===== src/rtl/operand_sel_pkg.sv =====
// Shared types and defaults for the operand select pipeline.
// Contents: output-stage FSM state type, mode encodings, default sizes.
package operand_sel_pkg;

  localparam int unsigned DEF_WORD_WIDTH = 16;
  localparam int unsigned DEF_NUM_IN     = 4;

  localparam logic MODE_SEL = 1'b0;
  localparam logic MODE_RR  = 1'b1;

  typedef enum logic {
    EMPTY = 1'b0,
    FULL  = 1'b1
  } state_t;

endpackage


===== src/rtl/mux_n_to_1.sv =====
// Combinational NUM_IN-way word selector; out-of-range indices give zero.
// Ports:
//   in_data    : flat input bus, channel k at [k*WORD_WIDTH +: WORD_WIDTH]
//   idx        : channel index
//   sel_data_c : selected word (combinational)
module mux_n_to_1
  import operand_sel_pkg::*;
#(
  parameter int unsigned WORD_WIDTH = DEF_WORD_WIDTH,
  parameter int unsigned NUM_IN     = DEF_NUM_IN,
  parameter int unsigned SEL_WIDTH  = $clog2(NUM_IN)
) (
  input  logic [NUM_IN*WORD_WIDTH-1:0] in_data,
  input  logic [SEL_WIDTH-1:0]         idx,
  output logic [WORD_WIDTH-1:0]        sel_data_c
);

  // Indices with no matching channel fall through to the zero default.
  always_comb begin
    sel_data_c = '0;
    for (int unsigned k = 0; k < NUM_IN; k++) begin
      if (idx == SEL_WIDTH'(k)) begin
        sel_data_c = in_data[k*WORD_WIDTH +: WORD_WIDTH];
      end
    end
  end

endmodule


===== src/rtl/operand_sel_pipe.sv =====
// One-stage valid/ready pipeline selecting one of NUM_IN words, either by an
// explicit index (mode 0) or by a round-robin sweep pointer (mode 1).
// Optional feature: define OPERAND_SEL_SKID_EN to add a one-entry skid
// register so in_ready no longer depends combinationally on out_ready.
// Ports:
//   clk, rst_n          : clock, synchronous active-low reset
//   mode, sel, in_data  : selection control and flat input word bus
//   in_valid, in_ready  : input handshake
//   out_data, out_idx   : selected word and its channel index
//   out_valid, out_ready: output handshake
//   sweep_done          : word came from channel NUM_IN-1 in round-robin mode
module operand_sel_pipe
  import operand_sel_pkg::*;
#(
  parameter int unsigned WORD_WIDTH = DEF_WORD_WIDTH,
  parameter int unsigned NUM_IN     = DEF_NUM_IN,
  parameter int unsigned SEL_WIDTH  = $clog2(NUM_IN)
) (
  input  logic                         clk,
  input  logic                         rst_n,
  input  logic                         mode,
  input  logic [SEL_WIDTH-1:0]         sel,
  input  logic [NUM_IN*WORD_WIDTH-1:0] in_data,
  input  logic                         in_valid,
  output logic                         in_ready,
  output logic [WORD_WIDTH-1:0]        out_data,
  output logic [SEL_WIDTH-1:0]         out_idx,
  output logic                         out_valid,
  input  logic                         out_ready,
  output logic                         sweep_done
);

  localparam logic [SEL_WIDTH-1:0] LAST_IDX = SEL_WIDTH'(NUM_IN - 1);

  state_t                 state;
  logic [SEL_WIDTH-1:0]   rr_ptr;
  logic [SEL_WIDTH-1:0]   idx_c;
  logic [WORD_WIDTH-1:0]  mux_data_c;
  logic                   done_c;
  logic                   in_xfer_c;
  logic                   out_xfer_c;

  assign idx_c      = (mode == MODE_RR) ? rr_ptr : sel;
  assign done_c     = (mode == MODE_RR) && (idx_c == LAST_IDX);
  assign in_xfer_c  = in_valid && in_ready;
  assign out_xfer_c = out_valid && out_ready;

  mux_n_to_1 #(
    .WORD_WIDTH (WORD_WIDTH),
    .NUM_IN     (NUM_IN),
    .SEL_WIDTH  (SEL_WIDTH)
  ) u_mux (
    .in_data    (in_data),
    .idx        (idx_c),
    .sel_data_c (mux_data_c)
  );

  // Sweep pointer: steps on round-robin transfers, restarts on explicit ones.
  always_ff @(posedge clk) begin
    if (!rst_n) begin
      rr_ptr <= '0;
    end else if (in_xfer_c) begin
      if (mode == MODE_SEL || rr_ptr == LAST_IDX) begin
        rr_ptr <= '0;
      end else begin
        rr_ptr <= rr_ptr + SEL_WIDTH'(1);
      end
    end
  end

`ifdef OPERAND_SEL_SKID_EN

  logic                  skid_valid;
  logic [WORD_WIDTH-1:0] skid_data;
  logic [SEL_WIDTH-1:0]  skid_idx;
  logic                  skid_done;

  // Ready depends only on skid occupancy, never on out_ready.
  assign in_ready = rst_n && !skid_valid;

  // Output stage; a word accepted while stalled parks in the skid entry.
  always_ff @(posedge clk) begin
    if (!rst_n) begin
      state      <= EMPTY;
      out_valid  <= 1'b0;
      out_data   <= '0;
      out_idx    <= '0;
      sweep_done <= 1'b0;
      skid_valid <= 1'b0;
      skid_data  <= '0;
      skid_idx   <= '0;
      skid_done  <= 1'b0;
    end else begin
      case (state)
        EMPTY: begin
          if (in_xfer_c) begin
            state      <= FULL;
            out_valid  <= 1'b1;
            out_data   <= mux_data_c;
            out_idx    <= idx_c;
            sweep_done <= done_c;
          end
        end
        FULL: begin
          if (skid_valid) begin
            if (out_xfer_c) begin
              out_data   <= skid_data;
              out_idx    <= skid_idx;
              sweep_done <= skid_done;
              skid_valid <= 1'b0;
            end
          end else if (in_xfer_c) begin
            if (out_xfer_c) begin
              out_data   <= mux_data_c;
              out_idx    <= idx_c;
              sweep_done <= done_c;
            end else begin
              skid_valid <= 1'b1;
              skid_data  <= mux_data_c;
              skid_idx   <= idx_c;
              skid_done  <= done_c;
            end
          end else if (out_xfer_c) begin
            state     <= EMPTY;
            out_valid <= 1'b0;
          end
        end
      endcase
    end
  end

`else

  // Accept whenever the output register is free or is being drained.
  assign in_ready = rst_n && ((state == EMPTY) || out_ready);

  // Output stage: single holding register.
  always_ff @(posedge clk) begin
    if (!rst_n) begin
      state      <= EMPTY;
      out_valid  <= 1'b0;
      out_data   <= '0;
      out_idx    <= '0;
      sweep_done <= 1'b0;
    end else begin
      case (state)
        EMPTY: begin
          if (in_xfer_c) begin
            state      <= FULL;
            out_valid  <= 1'b1;
            out_data   <= mux_data_c;
            out_idx    <= idx_c;
            sweep_done <= done_c;
          end
        end
        FULL: begin
          if (in_xfer_c) begin
            out_data   <= mux_data_c;
            out_idx    <= idx_c;
            sweep_done <= done_c;
          end else if (out_xfer_c) begin
            state     <= EMPTY;
            out_valid <= 1'b0;
          end
        end
      endcase
    end
  end

`endif

endmodule


===== config.mk =====
export PLATFORM = sky130hd
export DESIGN_NAME = operand_sel_pipe
export DESIGN_NICKNAME = d
export VERILOG_FILES = /design/src/rtl/operand_sel_pkg.sv /design/src/rtl/mux_n_to_1.sv /design/src/rtl/operand_sel_pipe.sv
export SDC_FILE = /design/constraint.sdc
export NUM_CORES = 1
export LEC_CHECK = 0
export ABC_AREA = 0
export ABC_CLOCK_PERIOD_IN_PS = 2100
export BUFFER_PORTS_ARGS = -buffer_cell sky130_fd_sc_hd__buf_2
export CORE_UTILIZATION = 30
export CTS_BUF_LIST = sky130_fd_sc_hd__clkbuf_4 sky130_fd_sc_hd__clkbuf_8
export CTS_CLUSTER_DIAMETER = 120
export CTS_CLUSTER_SIZE = 14
export DETAILED_ROUTE_END_ITERATION = 8
export GPL_ROUTABILITY_DRIVEN = 0
export RECOVER_POWER = 100
export SYNTH_ARGS = -nofsm -noshare
export SYNTH_HDL_FRONTEND = slang
export SYNTH_HIERARCHICAL = 1
export SYNTH_SLANG_ARGS = --single-unit

===== constraint.sdc =====
create_clock -name clk -period 2.1 [get_ports clk]
set_input_delay 0.21 -clock clk [delete_from_list [all_inputs] [get_ports clk]]
set_output_delay 0.21 -clock clk [all_outputs]
set_load 0.01 [all_outputs]

# Word-level counts from Yosys, hierarchy flattened
# Index checks and enable logic that the tools add are counted.
dict set report op_classes {
  addsub 1
  eq_ne 7
  mux 17
  bitwise_logic 2
  n_reduce_logical 8
}
# operator n
set ops {}
lappend ops {{two-way mux 16 bit} 5}
lappend ops {{two-way mux 1 bit} 7}
lappend ops {{equality test 2 bit, second input constant} 3}
lappend ops {{two-way mux 2 bit} 3}
lappend ops {{logical AND 1 bit} 4}
lappend ops {{!= test 2 bit, second input constant} 2}
lappend ops {{one-hot mux 1 bit (2 select lines)} 2}
lappend ops {{AND reduction 3 bit} 1}
lappend ops {{adder 2 x 1 -> 2 bit, second input constant} 1}
lappend ops {{equality test 2 x 1 -> 1 bit, second input constant} 1}
lappend ops {{logical NOT 2 bit} 1}
lappend ops {{logical OR 1 bit} 2}
lappend ops {{!= test 2 x 1 -> 1 bit, second input constant} 1}
lappend ops {{inverter 1 bit} 2}
dict set report totals {
  reg_bits 23
  in_bits 71
  out_inout_bits 21
  wordCells 41
}

# Depth between registers and ports, before layout
# Gate-level depths: netlist of run 1.
dict set report depth {
  depth_word 7
  mapped_depth 6
  ltp_nobuf 4
}

# Modules after synthesis
# Netlist of run 1, hierarchy kept.
# module instances cells_per_inst area_each_um2 seq_area_each_um2
set modules_own_cells {}
lappend modules_own_cells {operand_sel_pipe 1 105 997.2 460.4}
lappend modules_own_cells {mux_n_to_1 1 20 424.2 0.0}

# Least setup slack after synthesis of run 1
# No wires, ideal clock.
dict set report synth_timing {
  path_kind {register -> register}
  from {reg rr_ptr[0]}
  to {reg out_data[10]}
  setup_time_ns 0.118
  arrival_time_ns 1.385
  required_ns 1.982
  slack_ns 0.597
  stages_incl_launch_ff 7
  path_buffers 2
  synth_period_minus_slack_ns 1.503
  cell_sequence {dfxtp_1 mux2_2 buf_6 buf_12 mux4_2 inv_1 mux2i_1}
}
dict set report synth_between {
  elab_chain_len 7
  word_cells_on_any_way 10
  cone_classes {eq/ne (3); mux (6); reduce/logical (1)}
}
# item line
set synth_rtl {}
lappend synth_rtl {{start: declaration} operand_sel_pipe.sv:36} ;# logic [SEL_WIDTH-1:0] rr_ptr;
lappend synth_rtl {{start signal: assignment} operand_sel_pipe.sv:66} ;# rr_ptr <= rr_ptr + SEL_WIDTH'(1);
lappend synth_rtl {{two-way mux 2 bit *} operand_sel_pipe.sv:43} ;# assign idx_c = (mode == MODE_RR) ? rr_ptr : sel;
lappend synth_rtl {{via idx_c[0]} operand_sel_pipe.sv:37} ;# logic [SEL_WIDTH-1:0] idx_c;
lappend synth_rtl {{logical NOT 2 bit} mux_n_to_1.sv:22} ;# if (idx == SEL_WIDTH'(k)) begin
lappend synth_rtl {{two-way mux 16 bit (3 in series)} mux_n_to_1.sv:22}
lappend synth_rtl {{two-way mux 16 bit *} mux_n_to_1.sv:22}
lappend synth_rtl {{via mux_data_c[10]} operand_sel_pipe.sv:38} ;# logic [WORD_WIDTH-1:0] mux_data_c;
lappend synth_rtl {{two-way mux 16 bit *} {operand_sel_pipe.sv:148, operand_sel_pipe.sv:157}}
lappend synth_rtl {{end signal: assignment} operand_sel_pipe.sv:151} ;# out_data <= mux_data_c;
lappend synth_rtl {{end signal: assignment} operand_sel_pipe.sv:158} ;# out_data <= mux_data_c;
lappend synth_rtl {{end: declaration} operand_sel_pipe.sv:26} ;# output logic [WORD_WIDTH-1:0] out_data,
# The timed path passes the listed nets; every way through them passes the cells marked *. The select of a mux whose other input is x is not followed.
# A chain may end at the register's enable or synchronous reset.

# Worst setup path after layout of run 1
dict set report layout_timing {
  from {reg rr_ptr[0]}
  to {reg out_data[1]}
}
# Same word-level chain as after synthesis.

==> impl_metrics.csv, run 1 <==
group,metric,value,unit
status,run_status,"completed",
synthesis,postSynthCellCount,125,
global_routing,grt_overflow_total,0,
global_routing,grt_usage,12.89,%
critical_path,max_stage_delay,0.63,ns
hold_path,holdCritPathClass,"in -> reg",
final_layout,finalInstanceArea,1869,um^2
synthesis,synth.area.top_cells,"dfxtp_1 (32%), mux4_2 (16%), mux2i_1 (13%), mux4_1 (11%), nand2_1 (5.8%)",
global_routing,grt_max_degree,25,
timing,tightest_slew,0.5560,ns
power_and_ir_drop,leakagePower,0.8905,nW
synthesis,synth_common_cells,"dfxtp_1 (23), nand2_1 (22), mux2i_1 (19)",
routing,drt_iter0_markers,23,
global_routing,grt_pass1_vias,1145,
critical_path,cp_slowest_cell,"mux4_1",
cts,clk_pin_slew,0.08,ns
final_layout,final_layout_size_suffix_gt1_share,42.45,%
synthesis,ys_seq_elements,23,
placed_design,hpwl,2542,um
cts,cts_tree,"built",
routing,vias,1206,
routing,drc_errors,0,
synthesis,async_flop_share,0,%
routing,routed_wl,3177,um
synthesis,yosysSeqAreaShare,32.39,%
timing,holdWs,0.2342,ns
floorplan,die_width,70.83,um
floorplan,fp.dieArea,5017,um^2
critical_path,critPathRequiredTime,2.24,ns
critical_path,crit_type,"reg -> reg",
synthesis,yosysMostFrequentCell,"dfxtp_1",
cts,clock_sinks,23,
synthesis,synth_top_area_cell,"dfxtp_1",
cts,insertion_delay,0.26,ns
power_and_ir_drop,ir_drop,210.9,uV
critical_path,start_kind,"flop",
synthesis,synth_cell_type_count,24,
floorplan,die_y,70.83,um
cts,cts_root_buf,"clkbuf_8",
synthesis,synth_ff_type,"dfxtp_1",
timing,fmax,547.0,MHz
synthesis,ys_warn_count,6,
timing,finalMaxSlewViolations,0,
timing,setup_viol,0,
cts,cts_resized,0,
routing,drtAntennaViolNets,0,
final_layout,nets,285,
placed_design,placed_cell_area,1866,um^2
timing,layout_setup_ws,0.2719,ns
synthesis,synth_area,1421,um^2
critical_path,path_cells,"mux2_2 -> mux4_1 -> inv_1 -> mux2i_1",
timing,rsz0062_at_grt,"no",
synthesis,synth_edf_count,0,
final_layout,insertedDiodeCount,0,
timing,finalCritPeriodShare,87.05,%
timing,max_slew_margin,62.93,%
floorplan,core_area,4444,um^2
final_layout,area_growth,31.51,%
synthesis,avgSynthCellArea,11.37,um^2
cts,clockBufferDepth,2,
cts,post-cts-setup-buffers,0,
routing,wire_per_inst,12.03,um
floorplan,row_count,24,
critical_path,cp_max_fo,17,
critical_path,arrival,1.97,ns
cts,htreeDepth,1,
routing,drt_first_pass_iters,6,
timing,min_period,1.828,ns
cts,cts.hold.buffers_added,0,
timing,finClkSkew,0.004474,ns
timing,hold_viol_final,0,
placed_design,place_ws,0.2472,ns
synthesis,synth_nets,197,
global_routing,antenna_found_initial,0,
timing,setup_tns,0,ns
floorplan,start_util,31.98,%
power_and_ir_drop,power_density,572.7,nW/um^2
placed_design,port_buffers,91,
routing,viasPerCell,4.568,
cts,numCtsBuffers,3,
synthesis,synth.top_cell.area_share,32.39,%
final_layout,final_core_util,42.06,%
flow_run,cap_viol_max_count,0,
critical_path,cp-end-kind,"flop",
global_routing,grt_pass1_wl,4961,um
floorplan,io_pins,92,
==> placed cells by master (no fill, tap or decap), drive strengths merged <==
cell type  netlist  layout
buf              7      71
clkbuf           3      26
dfxtp           23      23
nand2           22      22
mux2i           19      19
inv             17      17
mux4            16      16
a21oi            3       3
mux2             3       3
nand3b           2       2
and2             2       2
nand2b           1       1
and3             1       1
or3b             1       1
nor2             1       1
nand3            1       1
nor2b            1       1
a21o             1       1
ha               1       1
==> final timing paths <==
path / startpoint / to / slack, ns / cells after the start
hold / removal: in_valid / state / 0.23 / 3
setup / recovery: rr_ptr[0] / out_data[1] / 0.27 / 4
hold reg to reg: out_data[5] / out_data[5] / 0.46 / 2
setup reg to reg: rr_ptr[0] / out_data[1] / 0.27 / 4
==> power breakdown <==
group | leakage [nW] | total [mW] | switching (mW) | internal [mW]
sequential | 0.190 | 0.497 | 0.0207 | 0.476
clock | 0.0262 | 0.286 | 0.137 | 0.148
combinational | 0.675 | 0.288 | 0.128 | 0.161
total | 0.891 | 1.07 | 0.286 | 0.785
==> cell type report <==
cell class	instances	area, um^2
fillers	454	2575
multi-input cells	75	789.5
flip-flops and latches	23	460.4
repair buffers	93	441.7
well taps	52	65.06
inverters	17	63.81
clock buffers	4	48.80
==> critical path: cells and delay by family, from the launching register on <==
| kind | cells | cell delay [ns] |
|---|---|---|
| muxes | 3 | 1.24 |
| DFF | 1 | 0.39 |
| buffers and inverters | 1 | 0.07 |
==> flip-flops by register name (all words and copies together), names as in the netlist <==
signal and count:
out_data 16, sweep_done 1, out_idx 2, rr_ptr 2, state 1, out_valid 1
==> routing by layer <==
layer / wire [um] / track usage, %
met4: 48 / 6.000
met1: 1344 / 13.98
met5: 0 / 0
met3: 219 / 2.707
met2: 1564 / 23.93
==> logic make-up (layout without fill, tap and decap cells) <==
family / count (synthesis) / count (layout) / synth area share, %
compound gates: 4 / 4 / 1.584
mux: 38 / 38 / 42.96
flops: 23 / 23 / 32.39
simple gates: 32 / 32 / 10.39
buf+inv: 27 / 114 / 11.80
fa+ha+maj: 1 / 1 / 0.8801
==> metrics by stage <==
step / cells / power (mW)
CTS: 264 / 1.102
floorplan: 125 / 0.7090
global placement: 260 / 0.8112
global route: 264 / 1.123
finish: 264 / 1.071
detailed placement: 260 / 0.8145
Power figures use the tool's default switching activity.
==> run 2, diff against run 1 <==
--- a/config.mk
+++ b/config.mk
@@ -8,6 +8,7 @@
 export ABC_AREA = 0
 export ABC_CLOCK_PERIOD_IN_PS = 2100
 export BUFFER_PORTS_ARGS = -buffer_cell sky130_fd_sc_hd__buf_2
+export CORE_MARGIN = 5
 export CORE_UTILIZATION = 30
 export CTS_BUF_LIST = sky130_fd_sc_hd__clkbuf_4 sky130_fd_sc_hd__clkbuf_8
 export CTS_CLUSTER_DIAMETER = 120
==> run 2 against run 1 <==
Against the previous run:
- cell count rose by 0.76%
- utilization fell by 1.8 points
- first-iteration DRC count rose by 78%
- worst hold slack got worse by 0.0026 ns
- flip-flop and latch count did not move
- maximum frequency barely moved
- wire length rose by 21%
- final area rose by 0.27%
- largest cell class unchanged
==> impl_metrics.csv, run 2 (synthesis gave the netlist of run 1 again) <==
group,metric,value,unit
critical_path,crit_end,"out_data[15]",
routing,wire_per_inst,14.42,um
routing,drtAntennaViolNets,0,
timing,finClkSkew,0.003737,ns
critical_path,path_delay_family,"multiplexers",
final_layout,area_growth,31.87,%
cts,post-cts-setup-buffers,0,
timing,hold_viol_final,0,
critical_path,cp-end-kind,"flop",
routing,viasPerCell,4.515,
global_routing,grt_pass1_wl,6078,um
placed_design,placed_cell_area,1856,um^2
critical_path,critPathRequiredTime,2.24,ns
cts,htreeDepth,1,
critical_path,path_depth,4,
cts,numCtsBuffers,3,
final_layout,top_register,"out_data",
cts,cts_tree,"built",
final_layout,final_core_util,40.21,%
timing,tightest_slew,0.7404,ns
routing,drt_iter0_markers,41,
critical_path,max_stage_delay,0.63,ns
cts,clk_pin_slew,0.08,ns
timing,finalCritPeriodShare,87.05,%
global_routing,antenna_found_initial,0,
cts,clock_sinks,23,
floorplan,die_width,78.83,um
critical_path,rr_startpoint,"rr_ptr[0]",
final_layout,reg_top3,"out_data x16, out_idx x2, rr_ptr x2",
final_layout,finalInstanceArea,1874,um^2
final_layout,nets,285,
final_layout,largest_reg_flops,16,
cts,cts_root_buf,"clkbuf_8",
critical_path,arrival,1.96,ns
placed_design,port_buffers,91,
hold_path,holdCritPathClass,"in -> reg",
critical_path,cp_max_fo,17,
critical_path,crit_buf_inv,1,
timing,max_slew_margin,50.64,%
floorplan,fp.dieArea,6214,um^2
final_layout,final_cell_mix,"buf_2 (70), dfxtp_1 (23), nand2_1 (22), clkbuf_1 (22), mux2i_1 (19)",
timing,fmax,547.0,MHz
cts,clockBufferDepth,2,
floorplan,io_pins,92,
power_and_ir_drop,leakagePower,0.8891,nW
placed_design,hpwl,3058,um
global_routing,grt_max_degree,26,
routing,drt_first_pass_iters,4,
timing,rsz0062_at_grt,"no",
critical_path,start_kind,"flop",
timing,setup_viol,0,
final_layout,final_common_cell,"buf_2",
status,run_status,"completed",
critical_path,rr_worst_depth,4,
timing,setup_tns,0,ns
critical_path,crit_start,"rr_ptr[0]",
critical_path,rr_endpoint,"out_data[15]",
floorplan,die_y,78.83,um
routing,routed_wl,3836,um
final_layout,final_layout_size_suffix_gt1_share,41.98,%
flow_run,cap_viol_max_count,0,
global_routing,grt_overflow_total,0,
power_and_ir_drop,ir_drop,252.3,uV
critical_path,crit_type,"reg -> reg",
timing,min_period,1.828,ns
floorplan,core_area,4661,um^2
global_routing,grt_pass1_vias,1236,
cts,cts_resized,0,
critical_path,rrSetupSlack,0.27,ns
power_and_ir_drop,power_density,578.4,nW/um^2
critical_path,path_cells,"mux2_2 -> mux4_1 -> inv_1 -> mux2i_1",
final_layout,insertedDiodeCount,0,
critical_path,cp_slowest_cell,"mux4_1",
global_routing,grt_usage,12.38,%
cts,insertion_delay,0.26,ns
routing,drc_errors,0,
floorplan,start_util,30.50,%
timing,finalMaxSlewViolations,0,
routing,vias,1201,
floorplan,row_count,25,
power_and_ir_drop,power,1.084,mW
cts,cts.hold.buffers_added,0,
run 2: cell counts in the layout (fill, tap and decap cells not counted):
No cell type changed its count.
run 2: area by class of cell:
type                    instances  area, um^2
clock buffers                   4       48.80
fillers                       481        2786
inverters                      17       63.81
multi-input cells              75       793.3
flip-flops and latches         23       460.4
well taps                      54       67.56
repair buffers                 93       440.4
run 2: worst min path at each step:
stage / start / end / slack (ns) / cells past startpoint
2_1_floorplan: in_valid / state / 0.35 / 2
3_3_place_gp: sweep_done / sweep_done / 0.44 / 2
3_5_place_dp: sweep_done / sweep_done / 0.44 / 2
4_1_cts: in_valid / state / 0.23 / 3
5_1_grt: mode / sweep_done / 0.26 / 3
6_report: in_valid / state / 0.23 / 3
run 2: layer usage:
metal	global-route usage [%]	share of wire, %
met5	0	0
met4	4.639	1.1
met3	1.927	6.7
met2	20.97	48
met1	15.91	44
run 2: worst reg2reg max path, stage by stage (launching register included):
cell and delay (ns):
dfxtp_1 0.40, mux2_2 0.56, mux4_1 0.63, inv_1 0.07, mux2i_1 0.06
run 2: stage by stage:
stage          setup slack, ns  std cells  hold slack (ns)
2_1_floorplan           0.5973        125           0.3485
3_3_place_gp            0.2656        262           0.4399
3_5_place_dp            0.2354        262           0.4441
4_1_cts                 0.2340        266           0.2280
5_1_grt                 0.1132        266           0.2564
6_report                0.2720        266           0.2316
run 2: where the power goes:
part / internal (mW) / total [mW] / switching (mW)
Clock: 0.148 / 0.293 / 0.144
Combinational: 0.161 / 0.293 / 0.132
Sequential: 0.476 / 0.498 / 0.0222
==> run 3, diff against run 2 <==
--- a/config.mk
+++ b/config.mk
@@ -8,13 +8,15 @@
 export ABC_AREA = 0
 export ABC_CLOCK_PERIOD_IN_PS = 2100
 export BUFFER_PORTS_ARGS = -buffer_cell sky130_fd_sc_hd__buf_2
+export CAP_MARGIN = 25
 export CORE_MARGIN = 5
-export CORE_UTILIZATION = 30
+export CORE_UTILIZATION = 44
 export CTS_BUF_LIST = sky130_fd_sc_hd__clkbuf_4 sky130_fd_sc_hd__clkbuf_8
 export CTS_CLUSTER_DIAMETER = 120
 export CTS_CLUSTER_SIZE = 14
 export DETAILED_ROUTE_END_ITERATION = 8
 export GPL_ROUTABILITY_DRIVEN = 0
+export PLACE_DENSITY = 0.83
 export RECOVER_POWER = 100
 export SYNTH_ARGS = -nofsm -noshare
 export SYNTH_HDL_FRONTEND = slang
==> run 3 against run 2 <==
Against the previous run:
- combinational power barely moved
- clock power is 29% lower
- maximum frequency rose by 0.59%
==> impl_metrics.csv, run 3 (synthesis gave the netlist of run 1 again) <==
group,metric,value,unit
timing,hold_viol_final,0,
placed_design,hpwl,3112,um
cts,htreeDepth,1,
global_routing,antenna_found_initial,0,
floorplan,die_width,66.84,um
floorplan,start_util,46.18,%
critical_path,max_stage_delay,0.61,ns
final_layout,nets,285,
floorplan,io_pins,92,
critical_path,cp_slowest_cell,"mux4_1",
critical_path,start_kind,"flop",
cts,clk_pin_slew,0.12,ns
critical_path,crit_type,"reg -> reg",
global_routing,grt_usage,16.85,%
power_and_ir_drop,power_density,542.4,nW/um^2
routing,routed_wl,3645,um
hold_path,holdCritPathClass,"in -> reg",
timing,min_period,1.817,ns
status,run_status,"completed",
critical_path,critPathRequiredTime,2.27,ns
final_layout,reg_top3,"out_data x16, out_idx x2, rr_ptr x2",
flow_run,cap_viol_max_count,0,
timing,rsz0062_at_grt,"no",
power_and_ir_drop,leakagePower,0.8799,nW
timing,setup_tns,0,ns
routing,vias,1252,
global_routing,grt_overflow_total,0,
critical_path,arrival,1.98,ns
floorplan,core_area,3078,um^2
critical_path,path_cells,"mux2_2 -> mux4_1 -> inv_1 -> mux2i_1",
cts,cts.hold.buffers_added,0,
timing,setup_viol,0,
timing,finClkSkew,0.004855,ns
placed_design,placed_cell_area,1843,um^2
critical_path,cp-end-kind,"flop",
final_layout,insertedDiodeCount,0,
final_layout,final_common_cell,"buf_2",
routing,drt_iter0_markers,20,
timing,finalMaxSlewViolations,0,
final_layout,final_cell_mix,"buf_2 (70), dfxtp_1 (23), nand2_1 (22), clkbuf_1 (22), mux2i_1 (19)",
cts,cts_resized,0,
global_routing,grt_max_degree,26,
cts,cts_tree,"built",
routing,drtAntennaViolNets,0,
final_layout,finalInstanceArea,1839,um^2
final_layout,area_growth,29.40,%
floorplan,die_y,66.84,um
cts,numCtsBuffers,3,
power_and_ir_drop,ir_drop,244.4,uV
timing,fmax,550.3,MHz
routing,drc_errors,0,
power_and_ir_drop,power,0.9976,mW
final_layout,final_layout_size_suffix_gt1_share,41.98,%
final_layout,largest_reg_flops,16,
critical_path,cp_max_fo,17,
cts,insertion_delay,0.30,ns
timing,max_slew_margin,50.00,%
routing,wire_per_inst,14.24,um
floorplan,fp.dieArea,4467,um^2
global_routing,grt_pass1_wl,5582,um
cts,cts_root_buf,"clkbuf_4",
routing,drt_first_pass_iters,4,
final_layout,top_register,"out_data",
placed_design,port_buffers,91,
cts,post-cts-setup-buffers,0,
cts,clock_sinks,23,
timing,finalCritPeriodShare,86.54,%
routing,viasPerCell,4.891,
cts,clockBufferDepth,2,
global_routing,grt_pass1_vias,1361,
floorplan,row_count,20,
timing,holdWs,0.2027,ns
timing,tightest_slew,0.7500,ns
## run 3: cell types whose count changed in the layout (fill, tap and decap cells not counted)
| cell | before | now |
|---|---|---|
| clkbuf_8 | 3 | 0 |
| mux2_2 | 1 | 2 |
| clkbuf_4 | 1 | 4 |
| mux2_4 | 1 | 0 |
## run 3: through the flow
| step | setup slack [ns] | util, % | std cells |
|---|---|---|---|
| finish | 0.2827 | 59.76 | 256 |
| detailed placement | 0.2949 | 59.88 | 252 |
| global route | 0.1780 | 59.76 | 256 |
| global placement | 0.3209 | 59.88 | 252 |
| floorplan | 0.5973 | - | 125 |
| CTS | 0.2791 | 60.85 | 256 |
## run 3: final timing paths
| check | startpoint | endpoint | slack (ns) | cells after the start |
|---|---|---|---|---|
| hold reg to reg | out_data[0] | out_data[0] | 0.47 | 2 |
| hold / removal | out_ready | out_valid | 0.20 | 4 |
| setup reg to reg | rr_ptr[0] | out_data[15] | 0.28 | 4 |
| setup / recovery | rr_ptr[0] | out_data[15] | 0.28 | 4 |
## run 3: per-layer routing
metal / GRT usage (%) / up-vias / share of wire [%]
met4: 9.391 / 0 / 4.1
met3: 3.541 / 12 / 8.4
met1: 16.38 / 568 / 35
met2: 32.30 / 64 / 53
li1: - / 608 / -
met5: 0 / - / 0
## run 3: final cells by class
cell class | instances | area, um^2
well taps | 44 | 55.05
clock buffers | 4 | 30.03
multi-input cells | 75 | 789.5
repair buffers | 93 | 440.4
inverters | 17 | 63.81
flip-flops and latches | 23 | 460.4
fillers | 281 | 1239
## run 3: power breakdown
group          leakage (nW)  switching [mW]  internal (mW)
sequential            0.190          0.0234          0.476
clock                0.0184           0.121         0.0868
combinational         0.672           0.129          0.161
## run 3: worst max-delay path: cells and delay by family (launching register included)
family	cells	cell delay (ns)
flip-flops	1	0.42
multiplexers	3	1.20
buffers and inverters	1	0.07
